[config.mk]
export PLATFORM = sky130hd
export DESIGN_NAME = rgb_to_yuv_convert_flat
export DESIGN_NICKNAME = d
export VERILOG_FILES = /design/src/rtl/rgb_to_yuv_convert_if.sv /design/src/rtl/rgb_to_yuv_convert.sv /design/src/flat_wrapper.sv
export SDC_FILE = /design/constraint.sdc
export NUM_CORES = 1
export LEC_CHECK = 0
export CAP_MARGIN = 15
export CORE_ASPECT_RATIO = 0.5
export CORE_MARGIN = 1
export CORE_UTILIZATION = 50
export DETAILED_ROUTE_END_ITERATION = 16
export PLACE_DENSITY = 0.75
export SLEW_MARGIN = 0
export SYNTH_ARGS = -nofsm -noshare
export SYNTH_HDL_FRONTEND = slang
export SYNTH_SLANG_ARGS = --single-unit
[constraint.sdc]
create_clock -name Clock -period 8.5 [get_ports Clock]
set_clock_uncertainty 0.1 [all_clocks]
set_input_delay 0.85 -clock Clock [delete_from_list [all_inputs] [get_ports Clock]]
set_output_delay 0.85 -clock Clock [all_outputs]
set_load 0.005 [all_outputs]
[src/rtl/rgb_to_yuv_convert_if.sv]
// Pixel request/result bundle for the RGB-to-YUV converter.
// The master drives the pixel and start; the slave returns busy, done and Y/U/V.
interface rgb_to_yuv_convert_if;
    logic [7:0] R;
    logic [7:0] G;
    logic [7:0] B;
    logic       start;
    logic       busy;
    logic       done;
    logic [7:0] Y;
    logic [7:0] U;
    logic [7:0] V;

    modport master (
        output R, G, B, start,
        input  busy, done, Y, U, V
    );

    modport slave (
        input  R, G, B, start,
        output busy, done, Y, U, V
    );
endinterface

[src/rtl/rgb_to_yuv_convert.sv]
// BT.601 studio-range RGB->YUV using one shared 9x18 multiplier and three accumulators.
// Latency 10 cycles from accepted start to done; start is ignored while busy (no queuing).
module rgb_to_yuv_convert (
    input  logic                 Clock,
    input  logic                 Resetn,
    rgb_to_yuv_convert_if.slave  pix
);

    typedef enum logic [1:0] {
        S_IDLE  = 2'd0,
        S_MAC   = 2'd1,
        S_FINAL = 2'd2
    } state_t;

    localparam logic signed [31:0] OFS_Y  = 32'sd1081344;  // (16 << 16) + half LSB
    localparam logic signed [31:0] OFS_UV = 32'sd8421376;  // (128 << 16) + half LSB

    state_t             state;
    logic [3:0]         cnt;
    logic [7:0]         r_q;
    logic [7:0]         g_q;
    logic [7:0]         b_q;
    logic signed [31:0] acc_y;
    logic signed [31:0] acc_u;
    logic signed [31:0] acc_v;

    logic [7:0]         opnd;
    logic signed [17:0] coef;
    logic [1:0]         acc_sel;
    logic signed [26:0] prod;
    logic signed [31:0] prod_ext;

    // Product schedule: three products per accumulator, R/G/B order within each.
    always_comb begin
        opnd    = r_q;
        coef    = 18'sd0;
        acc_sel = 2'd0;
        case (cnt)
            4'd0: begin opnd = r_q; coef =  18'sd16843; acc_sel = 2'd0; end
            4'd1: begin opnd = g_q; coef =  18'sd33030; acc_sel = 2'd0; end
            4'd2: begin opnd = b_q; coef =  18'sd6423;  acc_sel = 2'd0; end
            4'd3: begin opnd = r_q; coef = -18'sd9699;  acc_sel = 2'd1; end
            4'd4: begin opnd = g_q; coef = -18'sd19071; acc_sel = 2'd1; end
            4'd5: begin opnd = b_q; coef =  18'sd28770; acc_sel = 2'd1; end
            4'd6: begin opnd = r_q; coef =  18'sd28770; acc_sel = 2'd2; end
            4'd7: begin opnd = g_q; coef = -18'sd24117; acc_sel = 2'd2; end
            4'd8: begin opnd = b_q; coef = -18'sd4653;  acc_sel = 2'd2; end
            default: begin opnd = r_q; coef = 18'sd0; acc_sel = 2'd3; end
        endcase
    end

    assign prod     = $signed({1'b0, opnd}) * coef;
    assign prod_ext = {{5{prod[26]}}, prod};

    function automatic logic [7:0] round_clip(input logic signed [31:0] acc,
                                              input logic signed [31:0] ofs);
        logic signed [31:0] s;
        s = (acc + ofs) >>> 16;
        if (s[31])
            return 8'd0;
        else if (|s[30:8])
            return 8'd255;
        else
            return s[7:0];
    endfunction

    always_ff @(posedge Clock or negedge Resetn) begin
        if (!Resetn) begin
            state    <= S_IDLE;
            cnt      <= 4'd0;
            r_q      <= 8'd0;
            g_q      <= 8'd0;
            b_q      <= 8'd0;
            acc_y    <= 32'sd0;
            acc_u    <= 32'sd0;
            acc_v    <= 32'sd0;
            pix.busy <= 1'b0;
            pix.done <= 1'b0;
            pix.Y    <= 8'd0;
            pix.U    <= 8'd0;
            pix.V    <= 8'd0;
        end else begin
            pix.done <= 1'b0;
            case (state)
                S_IDLE: begin
                    if (pix.start) begin
                        r_q      <= pix.R;
                        g_q      <= pix.G;
                        b_q      <= pix.B;
                        cnt      <= 4'd0;
                        acc_y    <= 32'sd0;
                        acc_u    <= 32'sd0;
                        acc_v    <= 32'sd0;
                        pix.busy <= 1'b1;
                        state    <= S_MAC;
                    end
                end
                S_MAC: begin
                    case (acc_sel)
                        2'd0:    acc_y <= acc_y + prod_ext;
                        2'd1:    acc_u <= acc_u + prod_ext;
                        2'd2:    acc_v <= acc_v + prod_ext;
                        default: ;
                    endcase
                    if (cnt == 4'd8)
                        state <= S_FINAL;
                    else
                        cnt <= cnt + 4'd1;
                end
                S_FINAL: begin
                    pix.Y    <= round_clip(acc_y, OFS_Y);
                    pix.U    <= round_clip(acc_u, OFS_UV);
                    pix.V    <= round_clip(acc_v, OFS_UV);
                    pix.done <= 1'b1;
                    pix.busy <= 1'b0;
                    state    <= S_IDLE;
                end
                default: begin
                    pix.busy <= 1'b0;
                    state    <= S_IDLE;
                end
            endcase
        end
    end

endmodule
[src/flat_wrapper.sv]
// flat-port wrapper written by rule: the top's interface ports become plain ports
module rgb_to_yuv_convert_flat 
  (Clock, Resetn, pix_R, pix_G, pix_B, pix_start, pix_busy, pix_done, pix_Y, pix_U, pix_V);
  rgb_to_yuv_convert_if pix_i ();
  input  logic Clock;
  input  logic Resetn;
  input wire logic [$bits(pix_i.R)-1:0] pix_R;
  input wire logic [$bits(pix_i.G)-1:0] pix_G;
  input wire logic [$bits(pix_i.B)-1:0] pix_B;
  input wire logic [$bits(pix_i.start)-1:0] pix_start;
  output wire logic [$bits(pix_i.busy)-1:0] pix_busy;
  output wire logic [$bits(pix_i.done)-1:0] pix_done;
  output wire logic [$bits(pix_i.Y)-1:0] pix_Y;
  output wire logic [$bits(pix_i.U)-1:0] pix_U;
  output wire logic [$bits(pix_i.V)-1:0] pix_V;
  assign pix_i.R = pix_R;
  assign pix_i.G = pix_G;
  assign pix_i.B = pix_B;
  assign pix_i.start = pix_start;
  assign pix_busy = pix_i.busy;
  assign pix_done = pix_i.done;
  assign pix_Y = pix_i.Y;
  assign pix_U = pix_i.U;
  assign pix_V = pix_i.V;
  rgb_to_yuv_convert u_core (.Clock(Clock), .Resetn(Resetn), .pix(pix_i));
endmodule
**After elaboration in Yosys (flattened, before gate mapping)**

Cells that the tools add are included.

- Bits of input ports: 27
- Output and inout port bits: 26
- Register bits after elaboration: 152

- Multiplexer cells: 25
- Eq/ne operators: 18
- Bitwise operators: 1
- Multipliers: 1
- Reductions and logical operators: 20
- $add $sub $neg: 7

Operators by type and width:

| operator | count |
|---|---|
| $pmux W32 S2 | 3 |
| $pmux W18 S8 | 1 |
| $mux W32 | 4 |
| $add A32 B27 Y32 | 3 |
| $add A32 B25 Y32 const B | 2 |
| $mux W8 | 6 |
| $add A32 B22 Y32 const B | 1 |
| $mul A9 B18 Y27 | 1 |
| $reduce_or A8 Y1 | 3 |
| $eq A4 B3 Y1 const B | 4 |
| $pmux W8 S2 | 1 |
| $reduce_or A3 Y1 | 5 |
| $reduce_and A3 Y1 | 4 |
| $ne A2 B2 Y1 const B | 5 |
| $eq A4 B2 Y1 const B | 2 |
| $mux W4 | 2 |
| $pmux W4 S2 | 1 |
| $pmux W2 S3 | 1 |
| $reduce_and A2 Y1 | 3 |
| $add A4 B1 Y4 const B | 1 |
| $eq A2 B1 Y1 const B | 2 |
| $eq A2 B2 Y1 const B | 2 |
| $eq A4 B1 Y1 const B | 1 |
| $eq A4 B4 Y1 const B | 1 |
| other kinds (10) | 13 |

**Depth between registers and ports, before layout**

Gate-level depths: netlist of the first run.

- Word-level depth: 7
- Depth in mapped cells: 44
- Depth with buffers taken out: 41

**Worst setup path before layout of the first run**

OpenSTA, ideal clock, no wires.

- Kind: reg2reg
- Start point: register u_core.cnt[0]
- End point: register u_core.acc_u[31]
- Stages on the path, launching flop included: 39
- Arrival: 8.308 ns
- Period minus slack after synthesis: 8.477 ns
- Path buffers: 3
- Setup slack: 0.023 ns
- Setup time: 0.069 ns
- Cell sequence: dfrtp_1 > inv_1 > ha_1 > buf_2 > a21oi_1 > o22ai_1 > nor2_1 > clkbuf_1 > a21oi_1 > clkbuf_1 > nor2_1 > fa_1 > fa_1 > fa_1 > inv_1 > fa_1 > inv_1 > ha_1 > [... 3 more ...] > o31ai_1 > nand2_1 > a2111oi_2 > o21a_1 > o21a_1 > nor2_1 > xnor2_1 > ha_1 > nand3_1 > nor2_1 > a221oi_1 > nand2_1 > a31oi_1 > a21oi_1 > a211o_1 > xnor2_1 > or3_1 > nand3_1

- Cells in the longest elaborated chain, start to end: 7
- Elaborated cells on any way between the ends: 25
- Those cells by class: add/sub: 1; mul: 1; eq/ne: 10; mux: 5; reduce/logical: 8

Ends and longest elaborated chain:

| item | RTL line | RTL |
|---|---|---|
| start: declaration | rgb_to_yuv_convert.sv:19 | `logic [3:0] cnt;` |
| start signal: assignment | rgb_to_yuv_convert.sv:108 | `cnt <= cnt + 4'd1;` |
| $eq A4 B3 Y1, or another cell as far along | rgb_to_yuv_convert.sv:38 | `case (cnt)` |
| $reduce_or A2 Y1 (no source line) or $reduce_or A3 Y1 (tied branches) | n/a |  |
| $pmux W18 S8 or $pmux W8 S2 (tied branches) | rgb_to_yuv_convert.sv:38 |  |
| $mul A9 B18 Y27 | rgb_to_yuv_convert.sv:52 | `assign prod = $signed({1'b0, opnd}) * coef;` |
| $add A32 B27 Y32 | rgb_to_yuv_convert.sv:101 | `2'd1: acc_u <= acc_u + prod_ext;` |
| $mux W32 | rgb_to_yuv_convert.sv:99 | `case (acc_sel)` |
| $pmux W32 S2 | rgb_to_yuv_convert.sv:84 | `case (state)` |
| end signal: assignment | rgb_to_yuv_convert.sv:101 |  |
| end: declaration | rgb_to_yuv_convert.sv:24 | `logic signed [31:0] acc_u;` |

Parallel ways exist; a longest one is shown, timed or not. The select of a mux whose other input is x is not followed.
A chain may end at the register's enable or synchronous reset.

**Final worst setup path of the first run**

Same ends and word-level chain as after synthesis.

==> results.toml, run 1 <==
[worst_hold_path]
min_to = "u_core.r_q[7]"
hold_depth = 2
hold_path.class = "flop to flop"
worstHoldStart = "u_core.r_q[7]"

[global_route]
antenna_found_initial = 0
grt_pass1_wl_um = 70900
first_global_vias = 14200
grt_max_degree = 94
grt.total_usage_pct = 26.6
overflow = 0

[timing]
timing.hold.ws_ns = 0.374
final-hold-violation-count = 0
fmax_ghz = 0.120
setup_viol_count_final = 0
post-route-period-util_pct = 98.1
worstMarginPinSlew_ns = 1.13
slew_headroom_pct = 24.7
layout_min_cycle_time_ns = 8.34
drv_slew = 0

[floorplan]
die_area_sq_um = 33200
die-width_um = 257
io_pins = 53
coreArea_sq_um = 31800
initial_core_util_pct = 51.0
die_y_um = 129
num_rows = 46

[route]
post-route-drc-count = 0
drt_pass1_iterations = 5
avgRoutedWirePerCell_um = 17.0
ant_nets = 0
vias = 14800
drt_iter0_drc = 1129
wirelength_um = 44000
viasPerCell = 5.73

[final_layout]
mostFrequentLayoutCell = "nand2_1"
syn2layout_area_growth_pct = 22.8
final_cell_mix = "nand2_1 (236), inv_1 (183), buf_4 (158), dfrtp_1 (150), nor2_1 (143)"
fin_util_pct = 62.6
drive_gt1_share_pct = 17.9
diodes = 0
fin_nets = 2435

[logic_synthesis]
ys_ff_latch = 152
ys_seq_area_share_pct = 23.5
synth-main-ff-cell = "dfrtp_1"
synthArstFlopShare_pct = 100
synth.avg_cell_area_sq_um = 8.31
synth_area_sq_um = 16200
yosysUniqueCellTypes = 76
synthCells = 1950
syn-num-nets = 2243
yosys_warnings = 0
synth_edf_count = 0

[clock_tree]
tritoncts = "yes"
clk_pin_slew_ns = 0.07
cts_root_buf = "clkbuf_16"
cts_sinks = 152
cts_made_buffers = 17
htreeDepth = 4
clock_latency_ns = 0.45
cts_max_path_buffers = 2

[setup_path]
crit_path_max_fanout = 7
crit_top_cell = "fa_1"
r2r_start = "u_core.cnt[0]"
reg2reg_to = "u_core.acc_u[31]"
cp.arrival_ns = 8.63
crit_required_ns = 8.79
cpMaxStageDelayCell = "fa_1"
cp-end-kind = "flop"
max_stage_delay_ns = 0.55
rr_worst_depth = 41
startpoint_type = "flop"
timing_worst_setup_path_type = "flop to flop"
r2r_slack_ns = 0.16

[placement]
gp_congestion = 0.975
portBuffers = 52
dpl.hpwl_um = 33600

[job]
max-cap-violations = 0

[outcome]
status = "completed"
[Yosys cell counts, types with 30 or more instances]
master	number	share of area [%]
clkbuf_1	57	1.3
dfrtp_1	152	23
fa_1	113	14
xor2_1	58	3.1
ha_1	153	12
nand3_1	93	2.9
a21oi_1	103	3.2
xnor2_1	63	3.4
a21o_1	58	2.7
nor2_1	157	3.6
o21ai_0	148	4.6
nand2_1	249	5.8
nor3_1	30	0.93
inv_1	200	4.6
[flip-flops by register name, indices dropped and copies added (netlist names)]
register         flops
u_core.cnt           4
u_core.pix.Y         8
u_core.pix.done      1
u_core.acc_y        32
u_core.pix.V         8
u_core.pix.busy      1
u_core.r_q           8
u_core.acc_u        32
u_core.acc_v        32
u_core.state         2
u_core.g_q           8
u_core.b_q           8
u_core.pix.U         8
[critical path: cells and delay by family, from the launching register on]
kind | cells | cell delay, ns
adder cells (fa/ha/maj) | 7 | 2.64
XOR/XNOR | 2 | 0.36
AO/OA/AOI/OAI | 12 | 2.28
buffers and inverters | 10 | 1.05
AND/OR/NAND/NOR | 10 | 1.45
flip-flops | 1 | 0.41
[worst max path at each step]
stage / from / end / slack (ns) / cells past startpoint
2_1_floorplan: u_core.cnt[0] / u_core.acc_u[31] / 0.02 / 38
3_3_place_gp: u_core.cnt[0] / u_core.acc_v[27] / -0.22 / 43
3_5_place_dp: u_core.cnt[0] / u_core.acc_u[31] / -0.49 / 39
4_1_cts: u_core.cnt[0] / u_core.acc_y[30] / 0.0003 / 40
5_1_grt: u_core.cnt[0] / u_core.acc_u[31] / -0.13 / 40
6_report: u_core.cnt[0] / u_core.acc_u[31] / 0.16 / 41
[cells by family (layout without fill, tap and decap cells)]
group	after synthesis	count (layout)	synth area share [%]
muxes	3	3	0.185
DFF	152	152	23.5
and+or+nand+nor	666	667	18.8
xor gates and xnor gates	121	121	6.54
AOI/OAI and AO/OA	480	480	19.1
adders and majority gates	266	266	25.8
buffers and inverters	262	466	6.13
[per-layer routing]
metal  track usage [%]  up-vias  share of wire (%)
met5                 0        -                  0
met4              7.81        0                1.8
met3              4.26       66                6.8
met2              43.5      454                 47
met1              36.7     7217                 45
li1                  -     7078                  -
[metrics by stage]
step	instances	setup WS [ns]	TNS (ns)	instance area, sq um
after floorplan	1950	0.0234	0	16200
after global placement	2528	-0.224	-1.54	18200
after detailed placement	2528	-0.493	-6.03	18200
after CTS	2565	0.000325	0	18900
after global routing	2587	-0.129	-0.644	19900
final	2587	0.162	0	19900
[what timing repair did]
item	4_1_cts	5_1_grt
setup endpoints to repair	26	30
gates resized for setup	31	171
hold buffers	0	0
pin swaps	15	97
gates cloned	0	1
buffers inserted	5	24
[layout make-up]
| type | count | area (sq um) |
|---|---|---|
| multi-input combinational | 1537 | 12200 |
| fill | 2611 | 11900 |
| sequential | 152 | 3810 |
| timing repair buffer | 234 | 2020 |
| inverter | 200 | 753 |
| tap | 432 | 541 |
| clock buffer | 21 | 470 |
| clock inverter | 11 | 90.1 |
Power of run 1 is not shown: default switching activity piles up to over one toggle a cycle in this logic, so the estimate is an artifact.
==> run 2, diff against run 1 <==
- PLACE_DENSITY: 0.75 -> not set
- PLACE_DENSITY_LB_ADDON: not set -> 0.05
==> run 2 against run 1 <==
Net effect: critical path depth shrank 4; hold slack lost 0.016 ns; routed wire length grew 3.6%; first-iteration DRC count shrank 16%; largest cell class unchanged.
==> results.toml, run 2 (synthesis gave the netlist of run 1 again) <==
[placement]
dp.cells = 2531
gp_congestion = 0.933
place_area_sq_um = 18200
portBuffers = 52
dpl.hpwl_um = 34700

[clock_tree]
cts_made_buffers = 17
cts_max_path_buffers = 2
htreeDepth = 4
clk_pin_slew_ns = 0.07
cts_root_buf = "clkbuf_16"
clock_latency_ns = 0.46
cts_sinks = 152
tritoncts = "yes"

[global_route]
antenna_found_initial = 0
grt.total_usage_pct = 27.8
overflow = 0
grt_max_degree = 88
first_global_vias = 13800
grt_pass1_wl_um = 72900

[setup_path]
max_stage_delay_ns = 0.66
crit_top_cell = "buf_4"
r2r_start = "u_core.cnt[0]"
cp.arrival_ns = 8.52
startpoint_type = "flop"
reg2reg_to = "u_core.acc_y[29]"
cpMaxStageDelayCell = "fa_1"
cp-end-kind = "flop"
timing_worst_setup_path_type = "flop to flop"
r2r_slack_ns = 0.20
rr_worst_depth = 37
crit_required_ns = 8.73
crit_path_max_fanout = 8

[outcome]
status = "completed"

[final_layout]
multiInputGateArea_sq_um = 12200
mostFrequentLayoutCell = "nand2_1"
reg_top3 = "u_core.acc_u: 32 flops, u_core.acc_v: 32 flops, u_core.acc_y: 32 flops"
final_cell_area_sq_um = 20100
syn2layout_area_growth_pct = 23.8
final_cell_mix = "nand2_1 (238), inv_1 (190), buf_4 (184), dfrtp_1 (150), nor2_1 (144)"
fin_nets = 2457
fillers = 2747
seqCellArea_sq_um = 3810
drive_gt1_share_pct = 18.8
diodes = 0
final_cells = 2609

[floorplan]
die-width_um = 257
io_pins = 53
coreArea_sq_um = 31800
initial_core_util_pct = 51.0
die_y_um = 129
num_rows = 46
die_area_sq_um = 33200

[route]
drt_pass1_iterations = 5
ant_nets = 0
post-route-drc-count = 0
viasPerCell = 5.52
drt_iter0_drc = 951
vias = 14400
wirelength_um = 45600
avgRoutedWirePerCell_um = 17.5

[timing]
layout_min_cycle_time_ns = 8.30
fmax_ghz = 0.120
setup_tns_ns = 0
setup_viol_count_final = 0
timing.hold.ws_ns = 0.358
post-route-period-util_pct = 97.6
rsz0062_at_grt = "true"
slew_headroom_pct = 29.5
final-hold-violation-count = 0
drv_slew = 0
worstMarginPinSlew_ns = 1.05

[worst_hold_path]
hold_path.class = "primary input to async pin"

[job]
max-cap-violations = 0
==> run 2: cell types whose count changed in the layout (fill, tap and decap cells not counted), sizes merged <==
| cell | delta |
|---|---|
| clkinvlp | -2 |
| nor2 | -1 |
| buf | +23 |
| inv | +4 |
| clkinv | -1 |
| clkbuf | -3 |
| bufinv | +2 |
==> run 2: metal layers <==
layer  wire (um)  part of all wire [%]  global-route usage [%]  vias to the layer above
li1            -                     -                       -                     7100
met1       22900                    50                    41.6                     6965
met2       20100                    44                    42.8                      295
met3        2020                   4.4                    4.03                       45
met4         611                   1.3                    5.60                        0
met5           0                     0                       0                        -
==> run 2: final cells by class <==
type | count | share of cell area (%)
clock buffers | 18 | 2.19
clock inverters | 14 | 0.799
inverters | 200 | 3.74
multi-input cells | 1536 | 60.9
flip-flops and latches | 152 | 19.0
well taps | 432 | 2.70
repair buffers | 257 | 10.7
==> run 2: critical path, delay by kind of cell (launching register included) <==
family,cells,cell delay (ns)
AOI/OAI and AO/OA,11,2.03
xor gates and xnor gates,2,0.35
adders and majority gates,7,2.90
buffers and inverters,11,1.42
DFF,1,0.41
and+or+nand+nor,6,0.94
==> run 2: timing repair <==
action,CTS,global route
setup endpoints to repair,21,37
gates resized for setup,17,178
cloned,0,3
pin swaps,5,76
setup buffers,13,30
hold buffers,0,0
==> run 2: worst max-delay path by stage <==
stage,startpoint,to,slack [ns],cells after the start
after CTS,u_core.cnt[1],u_core.acc_u[31],0.007,39
final,u_core.cnt[0],u_core.acc_y[29],0.20,37
after global placement,u_core.cnt[0],u_core.acc_y[30],-0.20,41
after floorplan,u_core.cnt[0],u_core.acc_u[31],0.02,38
after detailed placement,u_core.cnt[1],u_core.acc_y[30],-0.28,38
after global routing,u_core.cnt[0],u_core.acc_y[30],-0.15,40
==> run 2: stage by stage <==
| step | worst slack (ns) | util (%) |
|---|---|---|
| after floorplan | 0.0234 | - |
| after global routing | -0.147 | 63.1 |
| after global placement | -0.195 | 57.3 |
| final | 0.200 | 63.1 |
| after CTS | 0.00721 | 59.8 |
| after detailed placement | -0.282 | 57.3 |
Power of run 2 is left out for the same reason.
==> run 3, diff against run 2 <==
- CORE_UTILIZATION: 50 -> 58
==> run 3 against run 2 <==
Net effect: cell count shrank 3.1%; fmax shrank 0.93%; global-route usage grew 4.2 points; die area shrank 14%; via count grew 2.0%; hold slack lost 0.057 ns; flip-flop and latch count is the same; register-to-register slack lost 0.08 ns; critical endpoint unchanged; utilization grew 11 points; largest cell class unchanged; clock-buffer cell count grew 2.
==> results.toml, run 3 (synthesis gave the netlist of run 1 again) <==
[placement]
dp.cells = 2463
portBuffers = 52
pre_cts_ws_ns = -0.452
dpl.hpwl_um = 33500
gp_congestion = 0.996

[route]
post-route-drc-count = 0
viasPerCell = 5.81
dr.max_layer_used = "met4"
ant_nets = 0
vias = 14700
avgRoutedWirePerCell_um = 17.8
wl_met3_um = 2460
wirelength_um = 45000
route.met2.wl_um = 20300
wl_met1_um = 21600
drt_iter0_drc = 1206
drt_pass1_iterations = 5

[final_layout]
mostFrequentLayoutCell = "nand2_1"
drive_gt1_share_pct = 19.2
fin_util_pct = 74.5
syn2layout_area_growth_pct = 23.8
reg_top3 = "u_core.acc_u: 32 flops, u_core.acc_v: 32 flops, u_core.acc_y: 32 flops"
final_cells = 2529
final_cell_mix = "nand2_1 (235), inv_1 (179), buf_4 (159), dfrtp_1 (152), nor2_1 (146)"
fin_nets = 2435
diodes = 0

[global_route]
grt_max_degree = 82
first_global_vias = 14200
grt_pass1_wl_um = 72200
overflow = 0
antenna_found_initial = 0
grt.total_usage_pct = 32.0

[clock_tree]
htreeDepth = 4
cts_made_buffers = 17
cts_sinks = 152
clk_pin_slew_ns = 0.07
cts_max_path_buffers = 2
tritoncts = "yes"
cts_hold_buffers = 0
clock_latency_ns = 0.45
cts_root_buf = "clkbuf_16"

[job]
max-cap-violations = 0

[floorplan]
coreArea_sq_um = 26900
num_rows = 42
io_pins = 53
initial_core_util_pct = 60.2
die-width_um = 238
die_area_sq_um = 28600
die_y_um = 120

[setup_path]
timing_worst_setup_path_type = "flop to flop"
max_stage_delay_ns = 0.57
cpMaxStageDelayCell = "fa_1"
cp.arrival_ns = 8.60
crit_path_max_fanout = 6
startpoint_type = "flop"
crit_required_ns = 8.72
crit_top_cell = "inv_2"
cp-end-kind = "flop"

[timing]
rsz0062_at_grt = "true"
layout_min_cycle_time_ns = 8.38
final-hold-violation-count = 0
setup_viol_count_final = 0
worstMarginPinSlew_ns = 1.11
fmax_ghz = 0.119
setup_tns_ns = 0
setup_ws_ns = 0.122
slew_headroom_pct = 25.6
post-route-period-util_pct = 98.6
drv_slew = 0

[worst_hold_path]
hold_path.class = "primary input to async pin"

[outcome]
status = "completed"
## run 3: cell types whose count changed in the layout (fill, tap and decap cells not counted), moves of 4 or more
cell / previous run / this run
inv_1: 190 / 179
inv_2: 10 / 21
nor2_2: 12 / 8
buf_4: 184 / 159
o21ai_1: 20 / 14
o21ai_0: 134 / 138
## run 3: final timing paths
kind / start / endpoint / slack [ns] / cells past startpoint
max: u_core.cnt[0] / u_core.acc_y[29] / 0.12 / 42
min reg2reg: u_core.pix.U[7] / u_core.pix.U[7] / 0.38 / 1
min: Resetn / u_core.pix.U[7] / 0.30 / 1
min in group Clock: u_core.pix.U[7] / u_core.pix.U[7] / 0.38 / 1
max in group asynchronous: Resetn / u_core.acc_v[22] / 6.49 / 2
max reg2reg: u_core.cnt[0] / u_core.acc_y[29] / 0.12 / 42
## run 3: routing by layer
| metal | global-route usage (%) | vias up |
|---|---|---|
| li1 | - | 7074 |
| met1 | 47.9 | 7167 |
| met2 | 48.5 | 407 |
| met3 | 4.69 | 49 |
| met4 | 7.97 | 0 |
| met5 | 0 | - |
## run 3: critical path, delay by kind of cell (launching register included)
kind	cells	cell delay (ns)
AOI/OAI and AO/OA	16	2.63
adders and majority gates	7	2.54
and+or+nand+nor	8	1.25
buffers and inverters	9	0.91
DFF	1	0.43
xor gates and xnor gates	2	0.38
## run 3: cell type report
cell class / count / area (sq um)
Tap cell: 374 / 468
Sequential cell: 152 / 3800
Timing Repair Buffer: 235 / 2000
Inverter: 200 / 751
Fill cell: 2043 / 6860
Clock buffer: 20 / 447
Multi-Input combinational cell: 1536 / 12400
Clock inverter: 12 / 190
## run 3: metrics by stage
stage                     area [sq um]  hold slack, ns
final                            20000           0.301
after global routing             20000           0.379
after CTS                        18900           0.334
after detailed placement         18100           0.361
after global placement           18100           0.352
after floorplan                  16200           0.337
## run 3: repair_timing
action,in CTS,in global routing
hold endpoints to repair,0,0
pin swaps,11,109
endpoints found under the setup margin,19,38
setup buffers,12,22
cloned,1,0
resized for setup,23,205
Power of run 3 is left out for the same reason.
